$ cat config.mk
export PLATFORM = sky130hd
export DESIGN_NAME = seq_detect_ctrl
export DESIGN_NICKNAME = d
export VERILOG_FILES = /design/src/rtl/seq_ctrl_pkg.sv /design/src/rtl/seq_match_core.sv /design/src/rtl/seq_detect_ctrl.sv
export SDC_FILE = /design/constraint.sdc
export NUM_CORES = 1
export LEC_CHECK = 0
export CAP_MARGIN = 40
export CORE_MARGIN = 2
export CORE_UTILIZATION = 55
export CTS_BUF_LIST = sky130_fd_sc_hd__clkbuf_8
export CTS_CLUSTER_SIZE = 8
export DETAILED_ROUTE_END_ITERATION = 10
export PLACE_DENSITY = 0.84
export REMOVE_ABC_BUFFERS = 1
export SYNTH_ARGS = -nofsm -noshare
export SYNTH_HDL_FRONTEND = slang
export SYNTH_SLANG_ARGS = --single-unit
$ cat constraint.sdc
create_clock -name clk -period 2.45 [get_ports clk]
set_input_delay 0.6125 -clock clk [delete_from_list [all_inputs] [get_ports clk]]
set_output_delay 0.6125 -clock clk [all_outputs]
set_load 0.05 [all_outputs]
$ cat src/rtl/seq_ctrl_pkg.sv
// Shared types and sizing defaults for the programmable sequence detector.
package seq_ctrl_pkg;

   localparam int DEF_MAX_LEN = 8;
   localparam int DEF_CNT_W   = 8;

   typedef enum logic [1:0] {
      IDLE = 2'd0,
      RUN  = 2'd1,
      DONE = 2'd2
   } state_t;

   // cfg_len must be able to hold MAX_LEN itself, not just MAX_LEN-1.
   function automatic int len_w(input int max_len);
      return $clog2(max_len) + 1;
   endfunction

endpackage

$ cat src/rtl/seq_match_core.sv
// Bit history, fill tracking and variable-length masked compare for the
// overlapping Mealy detector.
module seq_match_core
   import seq_ctrl_pkg::*;
#(
   parameter int MAX_LEN = DEF_MAX_LEN,
   parameter int LEN_W   = len_w(MAX_LEN)
) (
   input  logic               clk,
   input  logic               reset,
   input  logic               clr,
   input  logic               run,
   input  logic               x,
   input  logic               x_valid,
   input  logic [MAX_LEN-1:0] pattern,
   input  logic [LEN_W-1:0]   len,
   output logic               z
);

   logic [MAX_LEN-2:0] hist;
   logic [LEN_W-1:0]   fill;
   logic [MAX_LEN-1:0] cand;
   logic [MAX_LEN-1:0] mask;
   logic               fill_ok;
   logic               eq;

   // Incoming bit completes the window; it is the LSB of the candidate.
   assign cand = {hist, x};

   always_comb begin
      mask = '0;
      for (int i = 0; i < MAX_LEN; i++)
         mask[i] = (i < int'(len));
   end

   assign fill_ok = (fill >= (len - LEN_W'(1)));
   assign eq      = (((cand ^ pattern) & mask) == '0);
   assign z       = run & x_valid & fill_ok & eq;

   // History is never cleared on a match, so overlapping hits fall out.
   always_ff @(posedge clk or negedge reset) begin
      if (!reset) begin
         hist <= '0;
         fill <= '0;
      end else if (clr) begin
         hist <= '0;
         fill <= '0;
      end else if (run && x_valid) begin
         hist <= cand[MAX_LEN-2:0];
         if (fill != LEN_W'(MAX_LEN))
            fill <= fill + 1'b1;
      end
   end

endmodule

$ cat src/rtl/seq_detect_ctrl.sv
// Run controller for the programmable sequence detector: config registers,
// IDLE/RUN/DONE sequencing and the match counter.
module seq_detect_ctrl
   import seq_ctrl_pkg::*;
#(
   parameter int MAX_LEN = DEF_MAX_LEN,
   parameter int CNT_W   = DEF_CNT_W,
   parameter int LEN_W   = len_w(MAX_LEN)
) (
   input  logic               clk,
   input  logic               reset,
   input  logic               cfg_we,
   input  logic [MAX_LEN-1:0] cfg_pattern,
   input  logic [LEN_W-1:0]   cfg_len,
   input  logic [CNT_W-1:0]   cfg_target,
   input  logic               start,
   input  logic               abort,
   input  logic               x,
   input  logic               x_valid,
   output logic               z,
   output logic [CNT_W-1:0]   match_cnt,
   output logic               busy,
   output logic               done,
   output logic               cfg_err
);

   state_t             state_q, state_d;
   logic [MAX_LEN-1:0] pat_q;
   logic [LEN_W-1:0]   len_q;
   logic [CNT_W-1:0]   tgt_q;
   logic [CNT_W-1:0]   cnt_q;
   logic [CNT_W-1:0]   cnt_inc;
   logic               err_q;
   logic               in_idle;
   logic               in_run;
   logic               go;
   logic               len_ok;
   logic               hit;
   logic               z_core;

   assign in_idle = (state_q == IDLE);
   assign in_run  = (state_q == RUN);
   assign go      = in_idle & start & ~abort & ~err_q;
   assign len_ok  = (cfg_len != '0) && (cfg_len <= LEN_W'(MAX_LEN));
   // abort beats a same-cycle match for counting, but z still shows it.
   assign hit     = z_core & ~abort;
   assign cnt_inc = cnt_q + 1'b1;

   seq_match_core #(
      .MAX_LEN (MAX_LEN),
      .LEN_W   (LEN_W)
   ) u_core (
      .clk     (clk),
      .reset   (reset),
      .clr     (go),
      .run     (in_run),
      .x       (x),
      .x_valid (x_valid),
      .pattern (pat_q),
      .len     (len_q),
      .z       (z_core)
   );

   always_ff @(posedge clk or negedge reset) begin
      if (!reset)
         state_q <= IDLE;
      else
         state_q <= state_d;
   end

   always_comb begin
      state_d = state_q;
      case (state_q)
         IDLE: if (go) state_d = RUN;
         RUN: begin
            if (abort)
               state_d = IDLE;
            else if (hit && (tgt_q != '0) && (cnt_inc == tgt_q))
               state_d = DONE;
         end
         DONE:    state_d = IDLE;
         default: state_d = IDLE;
      endcase
   end

   // Illegal lengths flag an error but leave the last good config in place.
   always_ff @(posedge clk or negedge reset) begin
      if (!reset) begin
         pat_q <= '0;
         len_q <= LEN_W'(1);
         tgt_q <= '0;
         err_q <= 1'b0;
      end else if (in_idle && cfg_we) begin
         if (len_ok) begin
            pat_q <= cfg_pattern;
            len_q <= cfg_len;
            tgt_q <= cfg_target;
            err_q <= 1'b0;
         end else begin
            err_q <= 1'b1;
         end
      end
   end

   // Free-running runs (target 0) saturate instead of wrapping.
   always_ff @(posedge clk or negedge reset) begin
      if (!reset)
         cnt_q <= '0;
      else if (go)
         cnt_q <= '0;
      else if (hit && !((tgt_q == '0) && (cnt_q == '1)))
         cnt_q <= cnt_inc;
   end

   assign z         = z_core;
   assign match_cnt = cnt_q;
   assign busy      = in_run;
   assign done      = (state_q == DONE);
   assign cfg_err   = err_q;

endmodule
==> flow_summary.yaml, run 1 <==
sta:
  fmax_mhz: 366
  slew_headroom_pct: 64.4
  maxSlewViolCount: 0
  period_share_pct: 112
  tightest_slew_ns: 0.534
  finalWorstPathRequiredPeriod_ns: 2.74
  rsz0062_at_grt: "true"
  setup_slack_ns: -0.285
  skew_ns: 0.00660
  finalSetupViolations: 1
  report.final.hold_viol_count: 0
logic_synthesis:
  synth_area_um2: 2340
  synth_mux_area_share_pct: 12.6
  ys_warn_count: 0
  synth_seq_cells: 42
  synth_compound_area_share_pct: 10.7
  synth-seq-area-share_pct: 45.0
  synthCells: 218
  syn_area_per_cell_um2: 10.7
  synth_flop_cell: "dfrtp_1"
  synth_fa_ha_area_share_pct: 5.35
  synth_top_family_by_area: "simple AND/OR/NAND/NOR gates"
  synth-edff-count: 0
  synth.distinct_cells: 44
  synth-simple-area-share_pct: 14.0
  async_flop_share_pct: 100
  synth-xor-area-share_pct: 9.37
route:
  ant_nets: 0
  post-route-drc-count: 0
  avgViaCountPerCell: 5.43
  drt_iter0_drc: 70
  vias: 1737
  drt_pass1_iterations: 4
  post_drt_wl_per_cell_um: 14.5
  routed_wirelength_um: 4630
run_status:
  status: "complete, but fails checks"
  violations: "negative setup slack"
placement:
  dp_hpwl_um: 3500
  port_buffers: 38
  place_congestion: 0.894
  dp_slack_ns: -0.175
worst_setup_path:
  rr_worst_depth: 8
  r2r-start: "len_q[0]"
  reg2reg_to: "match_cnt[1]"
  worstPathArrival_ns: 2.12
  cp-end-kind: "output pin"
  crit_path_max_fanout: 3
  startpoint_type: "flip-flop"
  r2r_slack_ns: 0.11
  criticalPathCategory: "flip-flop to output pin"
  cp.required_ns: 1.84
floorplanning:
  rows: 23
  initial_core_util_pct: 57.6
  dieArea_um2: 4790
  die_h_um: 69.2
  coreArea_um2: 4060
  fp.dieW_um: 69.2
  io_pins: 39
global_route:
  grtUsageTotal_pct: 20.9
  antenna_found_initial: 0
  grt_pass1_wl_um: 8010
  grt_max_degree: 26
  grt_pass1_vias: 1680
  grt-ovfl-total: 0
  grt_util_met1_pct: 30.8
  busiest_layer: "met2"
  grt_use_met3_pct: 4.36
  gr-usage-met2_pct: 31.5
final_layout:
  drive_above_1_share_pct: 23.0
  fin_util_pct: 74.5
  final_nets: 306
  nFillCells: 274
  layout_common_cells: "41 x dfrtp_1, 35 x clkdlybuf4s50_1, 20 x mux2_2"
  diodes: 0
  final_common_cell: "dfrtp_1"
  syn_to_final_growth_pct: 29.4
clock_network:
  htree_levels: 2
  cts_tree: "built"
  numCtsBuffers: 5
  clock_sinks: 42
  clock-root-buffer: "clkbuf_8"
  insertion_delay_ns: 0.30
  cts.clk_slew.worst_paths_ns: 0.08
  ctsHoldBuffers: 0
  cts.path.max_buffers: 2
power_and_ir_drop:
  cellPowerDensity_nw_per_um2: 722
  irDropWorstVdd_mv: 0.490
  power.leakage_nw: 1.37
min_path:
  hold_path.class: "input port to asynchronous set/reset pin"
job:
  max_cap_viol_count: 0
[cell usage after synthesis (all sizes together) (2+ instances only)]
master / count / area, um^2
a21o: 6 / 45.0
a21oi: 13 / 83.8
a31oi: 2 / 12.5
and2: 2 / 12.5
buf: 4 / 31.3
clkbuf: 3 / 11.3
dfrtp: 41 / 1030
ha: 10 / 125
inv: 7 / 26.3
mux2: 20 / 225
mux2i: 7 / 70.1
nand2: 10 / 37.5
nand2b: 3 / 18.8
nand3: 6 / 30.0
nand3b: 2 / 15.0
nor2: 16 / 60.1
nor2b: 3 / 18.8
nor3: 5 / 25.0
nor4: 3 / 18.8
o21ai: 7 / 35.0
or2: 3 / 18.8
or3: 4 / 25.0
xnor2: 13 / 114
xor2: 12 / 105
[worst max-delay path, stage by stage, from the launching register on]
cell and delay, ns:
dfstp_2 0.56, inv_2 0.06, ha_4 0.15, xnor2_1 0.12
ha_1 0.20, a211o_1 0.32, a21oi_4 0.17, nor3_4 0.08
buf_12 0.16
[through the flow]
step	cell area [um^2]	TNS [ns]	hold WS [ns]	std cells	total power (W)
3_5_place_dp	2850	-0.673	0.521	312	0.00155
5_1_grt	3020	-0.402	0.328	320	0.00232
2_1_floorplan	2290	-7.73	0.317	211	0.00134
6_report	3020	-0.285	0.279	320	0.00218
4_1_cts	3010	-0.287	0.299	320	0.00216
3_3_place_gp	2850	-0.383	0.512	312	0.00153
[power by group]
group / switching [W] / internal, W / leakage [nW]
logic: 0.000315 / 0.000372 / 0.783
clock network: 0.000245 / 0.000300 / 0.0556
registers: 0.000131 / 0.000822 / 0.533
total: 0.000691 / 0.00149 / 1.37
[sequential cells by signal, summed over array words and instances (netlist names)]
register     cells
cfg_err          1
len_q            4
pat_q            8
u_core.hist      7
state_q          2
u_core.fill      4
match_cnt        8
tgt_q            8
[metal layers]
metal  vias up  part of all wire [%]
met5         -                     0
met4         0                   1.2
met3         6                   3.8
met2        35                    46
met1       832                    49
li1        864                     -
[area by class of cell]
class	count	area [um^2]	share of cell area [%]
Multi-Input combinational cell	162	1280	42.2
Sequential cell	42	1050	34.8
Timing Repair Buffer	51	497	16.4
Clock buffer	5	68.8	2.28
Tap cell	50	62.6	2.07
Clock inverter	3	41.3	1.37
Inverter	7	26.3	0.869
[kinds of logic after synthesis]
logic type | after synthesis
XOR/XNOR | 25
AO/OA/AOI/OAI | 37
AND/OR/NAND/NOR | 63
multiplexers | 27
buffers and inverters | 14
adder cells (fa/ha/maj) | 10
flip-flops | 42
[worst max-delay path by stage]
stage / end / depth (start not counted) / from
CTS: z / 7 / len_q[0]
detailed placement: z / 7 / x
floorplan: match_cnt[0] / 9 / len_q[0]
finish: z / 8 / len_q[0]
global placement: z / 7 / x
global route: z / 8 / len_q[0]
[what timing repair did]
action | 4_1_cts | 5_1_grt
pin swaps | 5 | 2
gates cloned | 0 | 0
endpoints found under the setup margin | 1 | 8
gates resized for setup | 8 | 4
setup buffers | 1 | 0
Power figures use the tool's default switching activity.
==> inputs of run 2 (changes only) <==
--- a/config.mk
+++ b/config.mk
@@ -6,12 +6,14 @@
 export NUM_CORES = 1
 export LEC_CHECK = 0
 export CAP_MARGIN = 40
+export CELL_PAD_IN_SITES_DETAIL_PLACEMENT = 2
+export CELL_PAD_IN_SITES_GLOBAL_PLACEMENT = 2
 export CORE_MARGIN = 2
-export CORE_UTILIZATION = 55
+export CORE_UTILIZATION = 32
 export CTS_BUF_LIST = sky130_fd_sc_hd__clkbuf_8
 export CTS_CLUSTER_SIZE = 8
 export DETAILED_ROUTE_END_ITERATION = 10
-export PLACE_DENSITY = 0.84
+export PLACE_DENSITY = 0.8
 export REMOVE_ABC_BUFFERS = 1
 export SYNTH_ARGS = -nofsm -noshare
 export SYNTH_HDL_FRONTEND = slang
==> constraint.sdc (replaced) <==
create_clock -name clk -period 2.4 [get_ports clk]
set_input_delay 0.6 -clock clk [delete_from_list [all_inputs] [get_ports clk]]
set_output_delay 0.6 -clock clk [all_outputs]
set_load 0.05 [all_outputs]
==> run 2 against run 1 <==
Against the previous run: the run still ends with negative setup slack left; critical path type unchanged; flip-flop and latch count is the same; core utilization fell by 31 points; cell count rose by 16%; clock-buffer cell count unchanged; sequential power up 3.5%.
==> flow_summary.yaml, run 2 (synthesized netlist as in run 1, its figures left out) <==
worst_setup_path:
  cp-end-kind: "output pin"
  criticalPathCategory: "flip-flop to output pin"
  startpoint_type: "flip-flop"
  worstPathArrival_ns: 2.18
  crit_path_max_fanout: 4
  cp.required_ns: 1.80
floorplanning:
  io_pins: 39
  dieArea_um2: 8000
  initial_core_util_pct: 32.6
  coreArea_um2: 7180
  die_h_um: 89.5
  fp.dieW_um: 89.5
  rows: 31
final_layout:
  final_nets: 307
  nFillCells: 769
  syn_to_final_growth_pct: 32.9
  layout_common_cells: "41 x dfrtp_1, 35 x clkdlybuf4s50_1, 20 x mux2_2"
  fin_util_pct: 43.3
  final_common_cell: "dfrtp_1"
  drive_above_1_share_pct: 25.5
  diodes: 0
  final_design_area_no_fill_um2: 3110
route:
  post_drt_wl_per_cell_um: 17.3
  vias: 1849
  drt_iter0_drc: 54
  routed_wirelength_um: 6410
  drt_pass1_iterations: 4
  ant_nets: 0
  avgViaCountPerCell: 5.00
  post-route-drc-count: 0
sta:
  slew_headroom_pct: 63.5
  finalSetupTns_ns: -0.489
  fmax_mhz: 360
  rsz0062_at_grt: "true"
  setup_slack_ns: -0.378
  finalSetupViolations: 8
  tightest_slew_ns: 0.547
  period_share_pct: 116
  finalWorstPathRequiredPeriod_ns: 2.78
  report.final.hold_viol_count: 0
  maxSlewViolCount: 0
  skew_ns: 0.00970
placement:
  place_congestion: 0.738
  port_buffers: 38
  dp_hpwl_um: 4610
  placed_area_um2: 2920
  dp_slack_ns: -0.254
power_and_ir_drop:
  power.leakage_nw: 1.37
  cellPowerDensity_nw_per_um2: 724
  irDropWorstVdd_mv: 0.283
global_route:
  antenna_found_initial: 0
  grt_pass1_vias: 2082
  grtUsageTotal_pct: 17.8
  grt-ovfl-total: 0
  grt_max_degree: 43
  grt_pass1_wl_um: 10600
clock_network:
  insertion_delay_ns: 0.31
  clock-root-buffer: "clkbuf_8"
  cts.clk_slew.worst_paths_ns: 0.09
  cts_tree: "built"
  clock_sinks: 42
  htree_levels: 2
  cts.path.max_buffers: 2
  ctsHoldBuffers: 0
  numCtsBuffers: 5
run_status:
  violations: "negative setup slack"
  status: "complete, but fails checks"
job:
  max_cap_viol_count: 0
min_path:
  hold_path.class: "input port to asynchronous set/reset pin"
-- run 2: worst max-delay path, stage by stage, from the launching register on --
cell and delay, ns:
dfstp_2 0.58, inv_2 0.06, ha_1 0.31, nand2b_4 0.16, a211o_1 0.30, a21oi_2 0.22, nor3_4 0.09, buf_12 0.17
-- run 2: power breakdown --
group | internal, W | total, W | switching, W
combinational | 0.000417 | 0.000781 | 0.000364
sequential | 0.000839 | 0.000985 | 0.000146
clock | 0.000208 | 0.000481 | 0.000273
-- run 2: area by class of cell --
cell class              count  area [um^2]  share of cell area [%]
multi-input cells         162         1310                    42.1
flip-flops and latches     42         1050                    33.9
repair buffers             52          504                    16.2
well taps                  99          124                    3.99
clock buffers               5         68.8                    2.22
inverters                   7         26.3                   0.846
clock inverters             3         23.8                   0.766
-- run 2: worst paths after layout --
path,cells after the start,start,endpoint,slack (ns)
worst min register to register,1,pat_q[4],pat_q[4],0.54
worst max-delay path,7,len_q[0],z,-0.38
worst min-delay path,2,reset,tgt_q[0],0.36
min in group clk,1,pat_q[4],pat_q[4],0.54
max in group asynchronous,2,reset,len_q[0],1.66
worst max register to register,8,len_q[0],match_cnt[3],-0.05
-- run 2: per-stage QoR --
step	hold slack, ns	instances	total power (W)
2_1_floorplan	0.304	211	0.00137
3_3_place_gp	0.513	362	0.00159
3_5_place_dp	0.527	362	0.00165
4_1_cts	0.370	370	0.00224
5_1_grt	0.405	370	0.00240
6_report	0.359	370	0.00225
-- run 2: routing by layer --
metal	GRT usage (%)	wire length (um)	share of wire [%]	vias up
li1	-	-	-	864
met1	21.0	2650	41	941
met2	32.3	3440	54	33
met3	3.79	207	3.2	11
met4	5.02	105	1.6	0
met5	0	0	0	-
-- run 2: timing repair --
item / 4_1_cts / 5_1_grt
setup endpoints to repair: 10 / 11
endpoints found under the hold margin: 0 / 0
gates resized for setup: 13 / 5
buffers inserted: 1 / 0
pin swaps: 7 / 2
